## src/rtl/pipe_reg_chain_if.sv

```systemverilog
// Producer/consumer handshake bundle for pipe_reg_chain.
// Valid/ready: a word moves when valid and ready are both high at a rising edge;
// a producer that sees valid=1 with ready=0 keeps valid and data unchanged.
interface pipe_reg_chain_if #(
  parameter int WIDTH = 32,
  parameter int DEPTH = 2
);
  localparam int CW = $clog2(DEPTH + 1);

  logic             in_valid;
  logic [WIDTH-1:0] in_data;
  logic             in_ready;
  logic             out_valid;
  logic [WIDTH-1:0] out_data;
  logic             out_ready;
  logic [CW-1:0]    count;

  modport master (
    output in_valid, in_data, out_ready,
    input  in_ready, out_valid, out_data, count
  );

  modport slave (
    input  in_valid, in_data, out_ready,
    output in_ready, out_valid, out_data, count
  );
endinterface

```

## src/rtl/pipe_reg_chain.sv

```systemverilog
// Elastic register chain: DEPTH stages with per-stage valid bits, bubble collapse,
// backpressure via out_ready, stall via en and flush of all contents.
module pipe_reg_chain #(
  parameter int               WIDTH       = 32,
  parameter int               DEPTH       = 2,
  parameter logic [WIDTH-1:0] RESET_VALUE = '0
) (
  input  logic              clk,
  input  logic              rst,
  input  logic              en,
  input  logic              flush,
  pipe_reg_chain_if.slave   bus
);
  localparam int CW = $clog2(DEPTH + 1);

  logic [DEPTH-1:0] v_q, v_d;
  logic [WIDTH-1:0] d_q [DEPTH];
  logic [WIDTH-1:0] d_d [DEPTH];
  logic [CW-1:0]    count_q, count_d;
  logic [DEPTH-1:0] r;
  logic             full_tail;
  logic             in_fire;
  logic             out_fire;

  // r[i] = !v[i] || r[i+1] unrolled: a stage can take a word if the consumer
  // is ready or any stage from i to the output end is empty.
  always_comb begin
    full_tail = 1'b1;
    r         = '0;
    for (int i = 0; i < DEPTH; i++) begin
      full_tail = 1'b1;
      for (int j = i; j < DEPTH; j++) begin
        full_tail = full_tail & v_q[j];
      end
      r[i] = bus.out_ready || !full_tail;
    end
  end

  assign bus.in_ready  = en && !flush && !rst && r[0];
  assign bus.out_valid = v_q[DEPTH-1] && !flush;
  assign bus.out_data  = d_q[DEPTH-1];
  assign bus.count     = count_q;

  assign in_fire  = bus.in_valid && bus.in_ready;
  assign out_fire = en && bus.out_valid && bus.out_ready;

  always_comb begin
    v_d     = v_q;
    d_d     = d_q;
    count_d = count_q;
    if (en && !flush) begin
      if (r[0]) begin
        v_d[0] = bus.in_valid;
        if (bus.in_valid) d_d[0] = bus.in_data;
      end
      for (int i = 1; i < DEPTH; i++) begin
        if (r[i]) begin
          v_d[i] = v_q[i-1];
          if (v_q[i-1]) d_d[i] = d_q[i-1];
        end
      end
      count_d = count_q + CW'(in_fire) - CW'(out_fire);
    end
  end

  // Flush drops valid bits only; data registers keep their stale contents.
  always_ff @(posedge clk) begin
    if (rst) begin
      v_q     <= '0;
      count_q <= '0;
      for (int i = 0; i < DEPTH; i++) d_q[i] <= RESET_VALUE;
    end else if (flush) begin
      v_q     <= '0;
      count_q <= '0;
    end else begin
      v_q     <= v_d;
      count_q <= count_d;
      for (int i = 0; i < DEPTH; i++) d_q[i] <= d_d[i];
    end
  end
endmodule

```

## src/flat_wrapper.sv

```systemverilog
// flat-port wrapper written by rule: the top's interface ports become plain ports
module pipe_reg_chain_flat 
#(
  parameter int               WIDTH       = 32,
  parameter int               DEPTH       = 2,
  parameter logic [WIDTH-1:0] RESET_VALUE = '0
)
  (clk, rst, en, flush, bus_in_valid, bus_in_data, bus_out_ready, bus_in_ready, bus_out_valid, bus_out_data, bus_count);
  pipe_reg_chain_if #(.WIDTH(WIDTH), .DEPTH(DEPTH)) bus_i ();
  input  logic clk;
  input  logic rst;
  input  logic en;
  input  logic flush;
  input wire logic [$bits(bus_i.in_valid)-1:0] bus_in_valid;
  input wire logic [$bits(bus_i.in_data)-1:0] bus_in_data;
  input wire logic [$bits(bus_i.out_ready)-1:0] bus_out_ready;
  output wire logic [$bits(bus_i.in_ready)-1:0] bus_in_ready;
  output wire logic [$bits(bus_i.out_valid)-1:0] bus_out_valid;
  output wire logic [$bits(bus_i.out_data)-1:0] bus_out_data;
  output wire logic [$bits(bus_i.count)-1:0] bus_count;
  assign bus_i.in_valid = bus_in_valid;
  assign bus_i.in_data = bus_in_data;
  assign bus_i.out_ready = bus_out_ready;
  assign bus_in_ready = bus_i.in_ready;
  assign bus_out_valid = bus_i.out_valid;
  assign bus_out_data = bus_i.out_data;
  assign bus_count = bus_i.count;
  pipe_reg_chain #(.WIDTH(WIDTH), .DEPTH(DEPTH), .RESET_VALUE(RESET_VALUE)) u_core (.clk(clk), .rst(rst), .en(en), .flush(flush), .bus(bus_i));
endmodule
```

## config.mk

```make
export PLATFORM = sky130hd
export DESIGN_NAME = pipe_reg_chain_flat
export DESIGN_NICKNAME = d
export VERILOG_FILES = /design/src/rtl/pipe_reg_chain_if.sv /design/src/rtl/pipe_reg_chain.sv /design/src/flat_wrapper.sv
export SDC_FILE = /design/constraint.sdc
export NUM_CORES = 1
export LEC_CHECK = 0
export CELL_PAD_IN_SITES_DETAIL_PLACEMENT = 0
export CELL_PAD_IN_SITES_GLOBAL_PLACEMENT = 1
export CORE_UTILIZATION = 34
export DETAILED_ROUTE_END_ITERATION = 12
export PLACE_DENSITY = 0.75
export SLEW_MARGIN = 20
export SYNTH_ARGS = -nofsm -noshare
export SYNTH_HDL_FRONTEND = slang
export SYNTH_SLANG_ARGS = --single-unit
```

## constraint.sdc

```tcl
create_clock -name clk -period 1.6 [get_ports clk]
set_input_delay 0.32 -clock clk [delete_from_list [all_inputs] [get_ports clk]]
set_output_delay 0.32 -clock clk [all_outputs]
set_load 0.01 [all_outputs]
```

==> flow_summary.ini, run 1 <==
[timing]
final_min_period_over_clock_period_pct = 100
slew_headroom_pct = 74.4
timing.final.crit_period_ns = 1.60
unrepaired_setup_endpoints_after_global_routing = true
fmaxAchievable_mhz = 624
report.final.hold_viol_count = 0
timing.clock.skew_ns = 0.00636
whs_ns = 0.474
setup-violations-final = 1
layout_setup_ws_ns = -0.00215
timing_max_transition_violations_final = 0
worst_pin_slew_ns = 0.383

[placed_design]
port-buffer-count = 73
gpl.final_weighted_congestion = 0.699
place_worst_setup_slack_ns = -0.636
hpwlAfterDp_mm = 3.87

[critical_path]
crit_path_end_kind = flip-flop
rr_worst_depth = 8
worstPathMaxFanout = 4
max_stage_delay_cell_worst_path = ha_1
rr_endpoint = u_core.bus.count[1]
required_ns = 1.82
setup.worst_path.end = u_core.bus.count[1]
cp-startpoint = en
r2r_start = u_core.v_q[1]
criticalPathCategory = in2reg
cp_cell_sequence = dlygate4sd2_1, nor2b_2, and3_1, ha_1, inv_2, ha_4, xnor2_2, o211ai_1, o31ai_1
critical_path_max_stage_delay_ns = 0.29
r2r_slack_ns = -0.002
worst_setup_path_start_kind = input port
critPathArrivalTime_ns = 1.82

[synthesis]
synth_seq_area_share_pct = 43.0
yosysWarningCount = 0
avgSynthCellArea_um2 = 10.3
mappedNetlistNets = 346
syn-instance-count = 306
synthesis.area_mm2 = 0.00317
synth-seq-cells = 68
synthDistinctLibCells = 27

[route]
wl_mm = 5.78
drtPass1Iterations = 10
drt-initial-drc-count = 51
detailroute.via_count = 2075
routed_wire_length_per_instance_um = 12.3
vias_per_cell = 4.41
drc = 2
ant_nets = 0

[final_layout]
utilization_pct = 46.3
nFillCells = 854
flow.area_growth_from_synthesis_pct = 29.2
ratio_of_cells_with_drive_above_1_in_the_final_layout_pct = 12.9
antennaDiodeCount = 0
register_area_mm2 = 0.00136
combined_area_of_the_multi_input_logic_cells_mm2 = 0.00150
fin_nets = 398

[clocking]
worstSkewPairLatency_ns = 0.33
cts_max_path_buffers = 2
cts.hold.buffers_added = 0
root_buffer = clkbuf_8
cts.clk_slew.worst_paths_ns = 0.07
cts_tree = built
clock_tree.htree_level_count = 3
number_of_buffers_created_by_cts = 9
clock-sinks = 68

[die]
fp.dieW_um = 98.5
ios = 74
initial_standard_cell_utilization_of_the_core_pct = 35.8
core.rowCount = 34
fp.dieArea_mm2 = 0.00970
placeableCoreArea_mm2 = 0.00885
die_h_um = 98.5

[global_routing]
antenna_found_initial = 0
global_route.overflow_total = 0
global_route.usage.total_pct = 12.9
grt_max_degree = 54
vias_in_the_first_global_route = 2100
grt_pass1_wl_mm = 9.69

[power]
worst_ir_drop_vdd_mv = 0.343
powerDensity_mw_per_mm2 = 816
static-leakage-power_nw = 1.70

[hold_path]
path_type_of_the_worst_min_delay_path = reg2reg

[run]
cap_violations = 0

[status]
outcome = complete, but fails checks
violated_checks = DRC, setup timing
## registers in the layout, summed over array words and instances, names as in the netlist
| signal | flops |
|---|---|
| u_core.bus.out_data | 32 |
| u_core.d_q | 32 |
| u_core.bus.count | 2 |
| u_core.v_q | 2 |
## placed cells by master (no fill, tap or decap), types with 2 or more instances in the layout
master	n
mux2i_1	65
dfxtp_1	67
buf_6	4
nor2b_4	2
inv_1	2
buf_2	2
buf_4	12
clkbuf_8	12
nand2b_1	97
nor3_1	2
dlymetal6s2s_1	4
clkinv_2	3
and3_1	2
dlygate4sd2_1	5
clkdlybuf4s50_1	62
buf_12	2
## cells by family (layout without fill, tap and decap cells)
group	after synthesis	count (layout)	synth area share [%]
and+or+nand+nor	110	110	21.9
DFF	68	68	43.0
muxes	65	65	20.5
buffers and inverters	53	110	11.5
AOI/OAI and AO/OA	7	7	2.02
adders and majority gates	2	2	0.790
xor gates and xnor gates	1	1	0.277
## routing by layer
metal | up-vias | global-route usage, % | wire length [um]
met5 | - | 0 | 0
met4 | 0 | 8.04 | 78
met3 | 6 | 3.26 | 237
met2 | 43 | 20.0 | 2660
met1 | 962 | 16.0 | 2810
li1 | 1064 | - | -
## cells in the mapped netlist
cell type	instances	area, um2
o31ai_1	1	7.51
nor3_1	2	10.0
buf_2	1	5.00
nand2_2	1	6.26
o21ai_0	1	5.00
a211oi_4	1	20.0
xnor2_1	1	8.76
buf_4	34	255
a2111oi_0	1	8.76
clkbuf_1	11	41.3
mux2i_1	65	651
and3_1	2	12.5
nand3_4	1	17.5
ha_1	2	25.0
or3_1	1	6.26
a22oi_1	1	7.51
buf_8	3	45.0
nor2b_1	3	18.8
a21boi_0	1	7.51
clkbuf_2	1	5.00
nor2_1	1	3.75
o211ai_1	1	7.51
nand2_1	1	3.75
inv_1	3	11.3
dfxtp_1	68	1360
nor2b_2	1	8.76
nand2b_1	97	607
## power breakdown
part | internal (mW) | switching (mW) | leakage [nW]
clock | 0.682 | 0.635 | 0.0982
sequential | 1.72 | 0.00838 | 0.551
combinational | 0.181 | 0.113 | 1.05
total | 2.58 | 0.757 | 1.70
## final cells by class
class                           instances  share of cell area, %
Multi-Input combinational cell        185                   36.6
Sequential cell                        68                   33.3
Timing Repair Buffer                   91                   22.0
Clock buffer                           12                   4.04
Tap cell                              108                   3.30
Clock inverter                          4                  0.550
Inverter                                3                  0.275
## metrics by stage
stage               power, mW  std cells  setup TNS [ns]  area (um2)
detailed placement       2.06        454          -15.78        3840
floorplan                1.93        306         -0.0324        3190
CTS                      3.41        471         -0.0198        4040
global placement         2.06        454          -14.35        3840
global route             3.51        471          -0.146        4090
finish                   3.34        471        -0.00215        4090
## critical path: cells and delay by family
family / cells / cell delay (ns)
buf+inv: 2 / 0.30
xor+xnor: 1 / 0.13
fa+ha+maj: 2 / 0.44
compound gates: 2 / 0.28
simple gates: 2 / 0.34
## how the worst min path moves through the flow
stage | from | endpoint | depth (start not counted)
2_1_floorplan | u_core.bus.out_data[30] | u_core.bus.out_data[30] | 2
6_report | u_core.bus.out_data[6] | u_core.bus.out_data[6] | 2
3_3_place_gp | u_core.bus.out_data[6] | u_core.bus.out_data[6] | 2
4_1_cts | u_core.bus.out_data[5] | u_core.bus.out_data[5] | 2
5_1_grt | u_core.d_q[46] | u_core.bus.out_data[14] | 2
3_5_place_dp | u_core.bus.out_data[5] | u_core.bus.out_data[5] | 2
## repair_timing
item                                    in CTS  in global routing
buffers inserted                             1                  0
endpoints found under the setup margin       5                 31
resized for setup                           13                 11
pin swaps                                    4                  3
(Power assumes the default switching activity.)
==> run 2: changes to the inputs <==
CORE_UTILIZATION = 38   (was 34)
PLACE_DENSITY = 0.79   (was 0.75)
clock period = 1.5 ns   (was 1.6 ns; I/O delays follow)
==> run 2 against run 1 <==
Effect of this change: the flow finishes with violations (setup timing); wire length decreased by 2.2%; die area down 10%; utilization rose by 5.3 points; sequential share of layout area up 0.19 points; design area down 0.58%; combinational power up 9.2%; critical path type is now reg2reg; clock skew rose by 0.00055 ns; total power increased by 7.2%.
==> flow_summary.ini, run 2 (same netlist as run 1, synthesis figures left out) <==
[status]
outcome = complete, but fails checks
violated_checks = setup timing

[run]
cap_violations = 0

[global_routing]
global_route.usage.total_pct = 13.4
vias_in_the_first_global_route = 1961
global_route.overflow_total = 0
antenna_found_initial = 0
grt_pass1_wl_mm = 9.00
grt_max_degree = 65

[power]
worst_ir_drop_vdd_mv = 0.438
powerDensity_mw_per_mm2 = 880
static-leakage-power_nw = 1.79

[clocking]
worstSkewPairLatency_ns = 0.33
cts_max_path_buffers = 2
clock-sinks = 68
cts.hold.buffers_added = 0
clock_tree.htree_level_count = 3
root_buffer = clkbuf_8
number_of_buffers_created_by_cts = 9
cts.clk_slew.worst_paths_ns = 0.07
cts_tree = built

[route]
routed_wire_length_per_instance_um = 12.1
vias_per_cell = 4.51
drc = 0
drtPass1Iterations = 4
wl_mm = 5.66
ant_nets = 0
detailroute.via_count = 2103
drt-initial-drc-count = 32

[final_layout]
flow.area_growth_from_synthesis_pct = 28.5
layout_commonest_cell = nand2b_1
fin_nets = 399
ratio_of_cells_with_drive_above_1_in_the_final_layout_pct = 13.5
utilization_pct = 51.6
antennaDiodeCount = 0
layout_common_cells = 97 x nand2b_1, 67 x dfxtp_1, 65 x mux2i_1, 36 x dlygate4sd2_1, 33 x clkdlybuf4s50_1

[timing]
slew_headroom_pct = 70.5
setup-violations-final = 2
worst_pin_slew_ns = 0.442
whs_ns = 0.432
timing.clock.skew_ns = 0.00690
report.final.hold_viol_count = 0
fmaxAchievable_mhz = 621
timing_max_transition_violations_final = 0
unrepaired_setup_endpoints_after_global_routing = true
final_min_period_over_clock_period_pct = 107
timing.final.crit_period_ns = 1.61
layout_setup_ws_ns = -0.109

[critical_path]
worst_setup_path_start_kind = flip-flop
crit_path_end_kind = flip-flop
required_ns = 1.71
cp_cell_sequence = buf_4, and3_4, ha_4, inv_2, ha_4, xnor2_2, o211ai_1, o31ai_1
worst_path_most_repeated_cell = ha_4
critPathArrivalTime_ns = 1.82
critical_path_max_stage_delay_ns = 0.33
r2r_slack_ns = -0.11
max_stage_delay_cell_worst_path = dfxtp_2
criticalPathCategory = reg2reg
worstPathMaxFanout = 4

[die]
die_h_um = 93.3
initial_standard_cell_utilization_of_the_core_pct = 40.1
fp.dieArea_mm2 = 0.00870
ios = 74
core.rowCount = 32
fp.dieW_um = 93.3
placeableCoreArea_mm2 = 0.00789

[placed_design]
gpl.final_weighted_congestion = 0.804
port-buffer-count = 73
hpwlAfterDp_mm = 3.72

[hold_path]
path_type_of_the_worst_min_delay_path = in2reg
run 2: changes by cell type in the layout (fill, tap and decap cells not counted), moves of 2 or more:
cell and change:
dlygate4sd2_1 +31, clkdlybuf4s50_1 -29, buf_6 -3, clkbuf_8 -3
dlymetal6s2s_1 -3, buf_4 +2, clkbuf_1 +2
run 2: cell type report:
type / count / area, um2
multi-input cells: 185 / 1510
repair buffers: 92 / 870
fillers: 756 / 3820
clock inverters: 5 / 52.6
inverters: 3 / 11.3
well taps: 102 / 128
clock buffers: 11 / 131
flip-flops and latches: 68 / 1360
run 2: worst paths after layout:
| check | from | to | cells past startpoint |
|---|---|---|---|
| max | u_core.v_q[1] | u_core.bus.count[1] | 8 |
| max reg2reg | u_core.v_q[1] | u_core.bus.count[1] | 8 |
| min reg2reg | u_core.bus.out_data[13] | u_core.bus.out_data[13] | 2 |
| min | flush | u_core.bus.count[0] | 2 |
run 2: what timing repair did:
| item | in CTS | in global routing |
|---|---|---|
| pin swaps | 1 | 3 |
| gates cloned | 0 | 1 |
| setup buffers | 0 | 0 |
| resized for setup | 49 | 9 |
| endpoints found under the setup margin | 69 | 18 |
run 2: where the power goes:
group	internal, mW	switching [mW]	leakage, nW	total (mW)
Clock	0.760	0.655	0.0931	1.42
Combinational	0.198	0.122	1.15	0.321
Sequential	1.84	0.00890	0.551	1.85
Total	2.80	0.786	1.79	3.58
run 2: layer usage:
metal | routed length (um) | track usage [%] | up-vias
met2 | 2760 | 22.3 | 41
met4 | 97 | 6.92 | 0
met5 | 0 | 0 | -
met3 | 241 | 3.25 | 9
li1 | - | - | 1067
met1 | 2560 | 16.1 | 986
run 2: critical path: cells and delay by family, from the launching register on:
kind	cells	cell delay, ns
and+or+nand+nor	1	0.15
DFF	1	0.33
xor gates and xnor gates	1	0.13
AOI/OAI and AO/OA	2	0.29
buffers and inverters	2	0.19
adders and majority gates	2	0.40
run 2: stage by stage:
| step | area (um2) | worst slack (ns) | setup TNS, ns | power [mW] | instances |
|---|---|---|---|---|---|
| 6_report | 4070 | -0.109 | -0.155 | 3.58 | 466 |
| 5_1_grt | 4070 | -0.175 | -0.492 | 3.75 | 466 |
| 4_1_cts | 4010 | -0.0823 | -0.200 | 3.63 | 465 |
| 3_5_place_dp | 3840 | -0.777 | -21.76 | 2.20 | 449 |
| 3_3_place_gp | 3840 | -0.651 | -19.78 | 2.20 | 449 |
| 2_1_floorplan | 3190 | -0.131 | -0.226 | 2.06 | 306 |
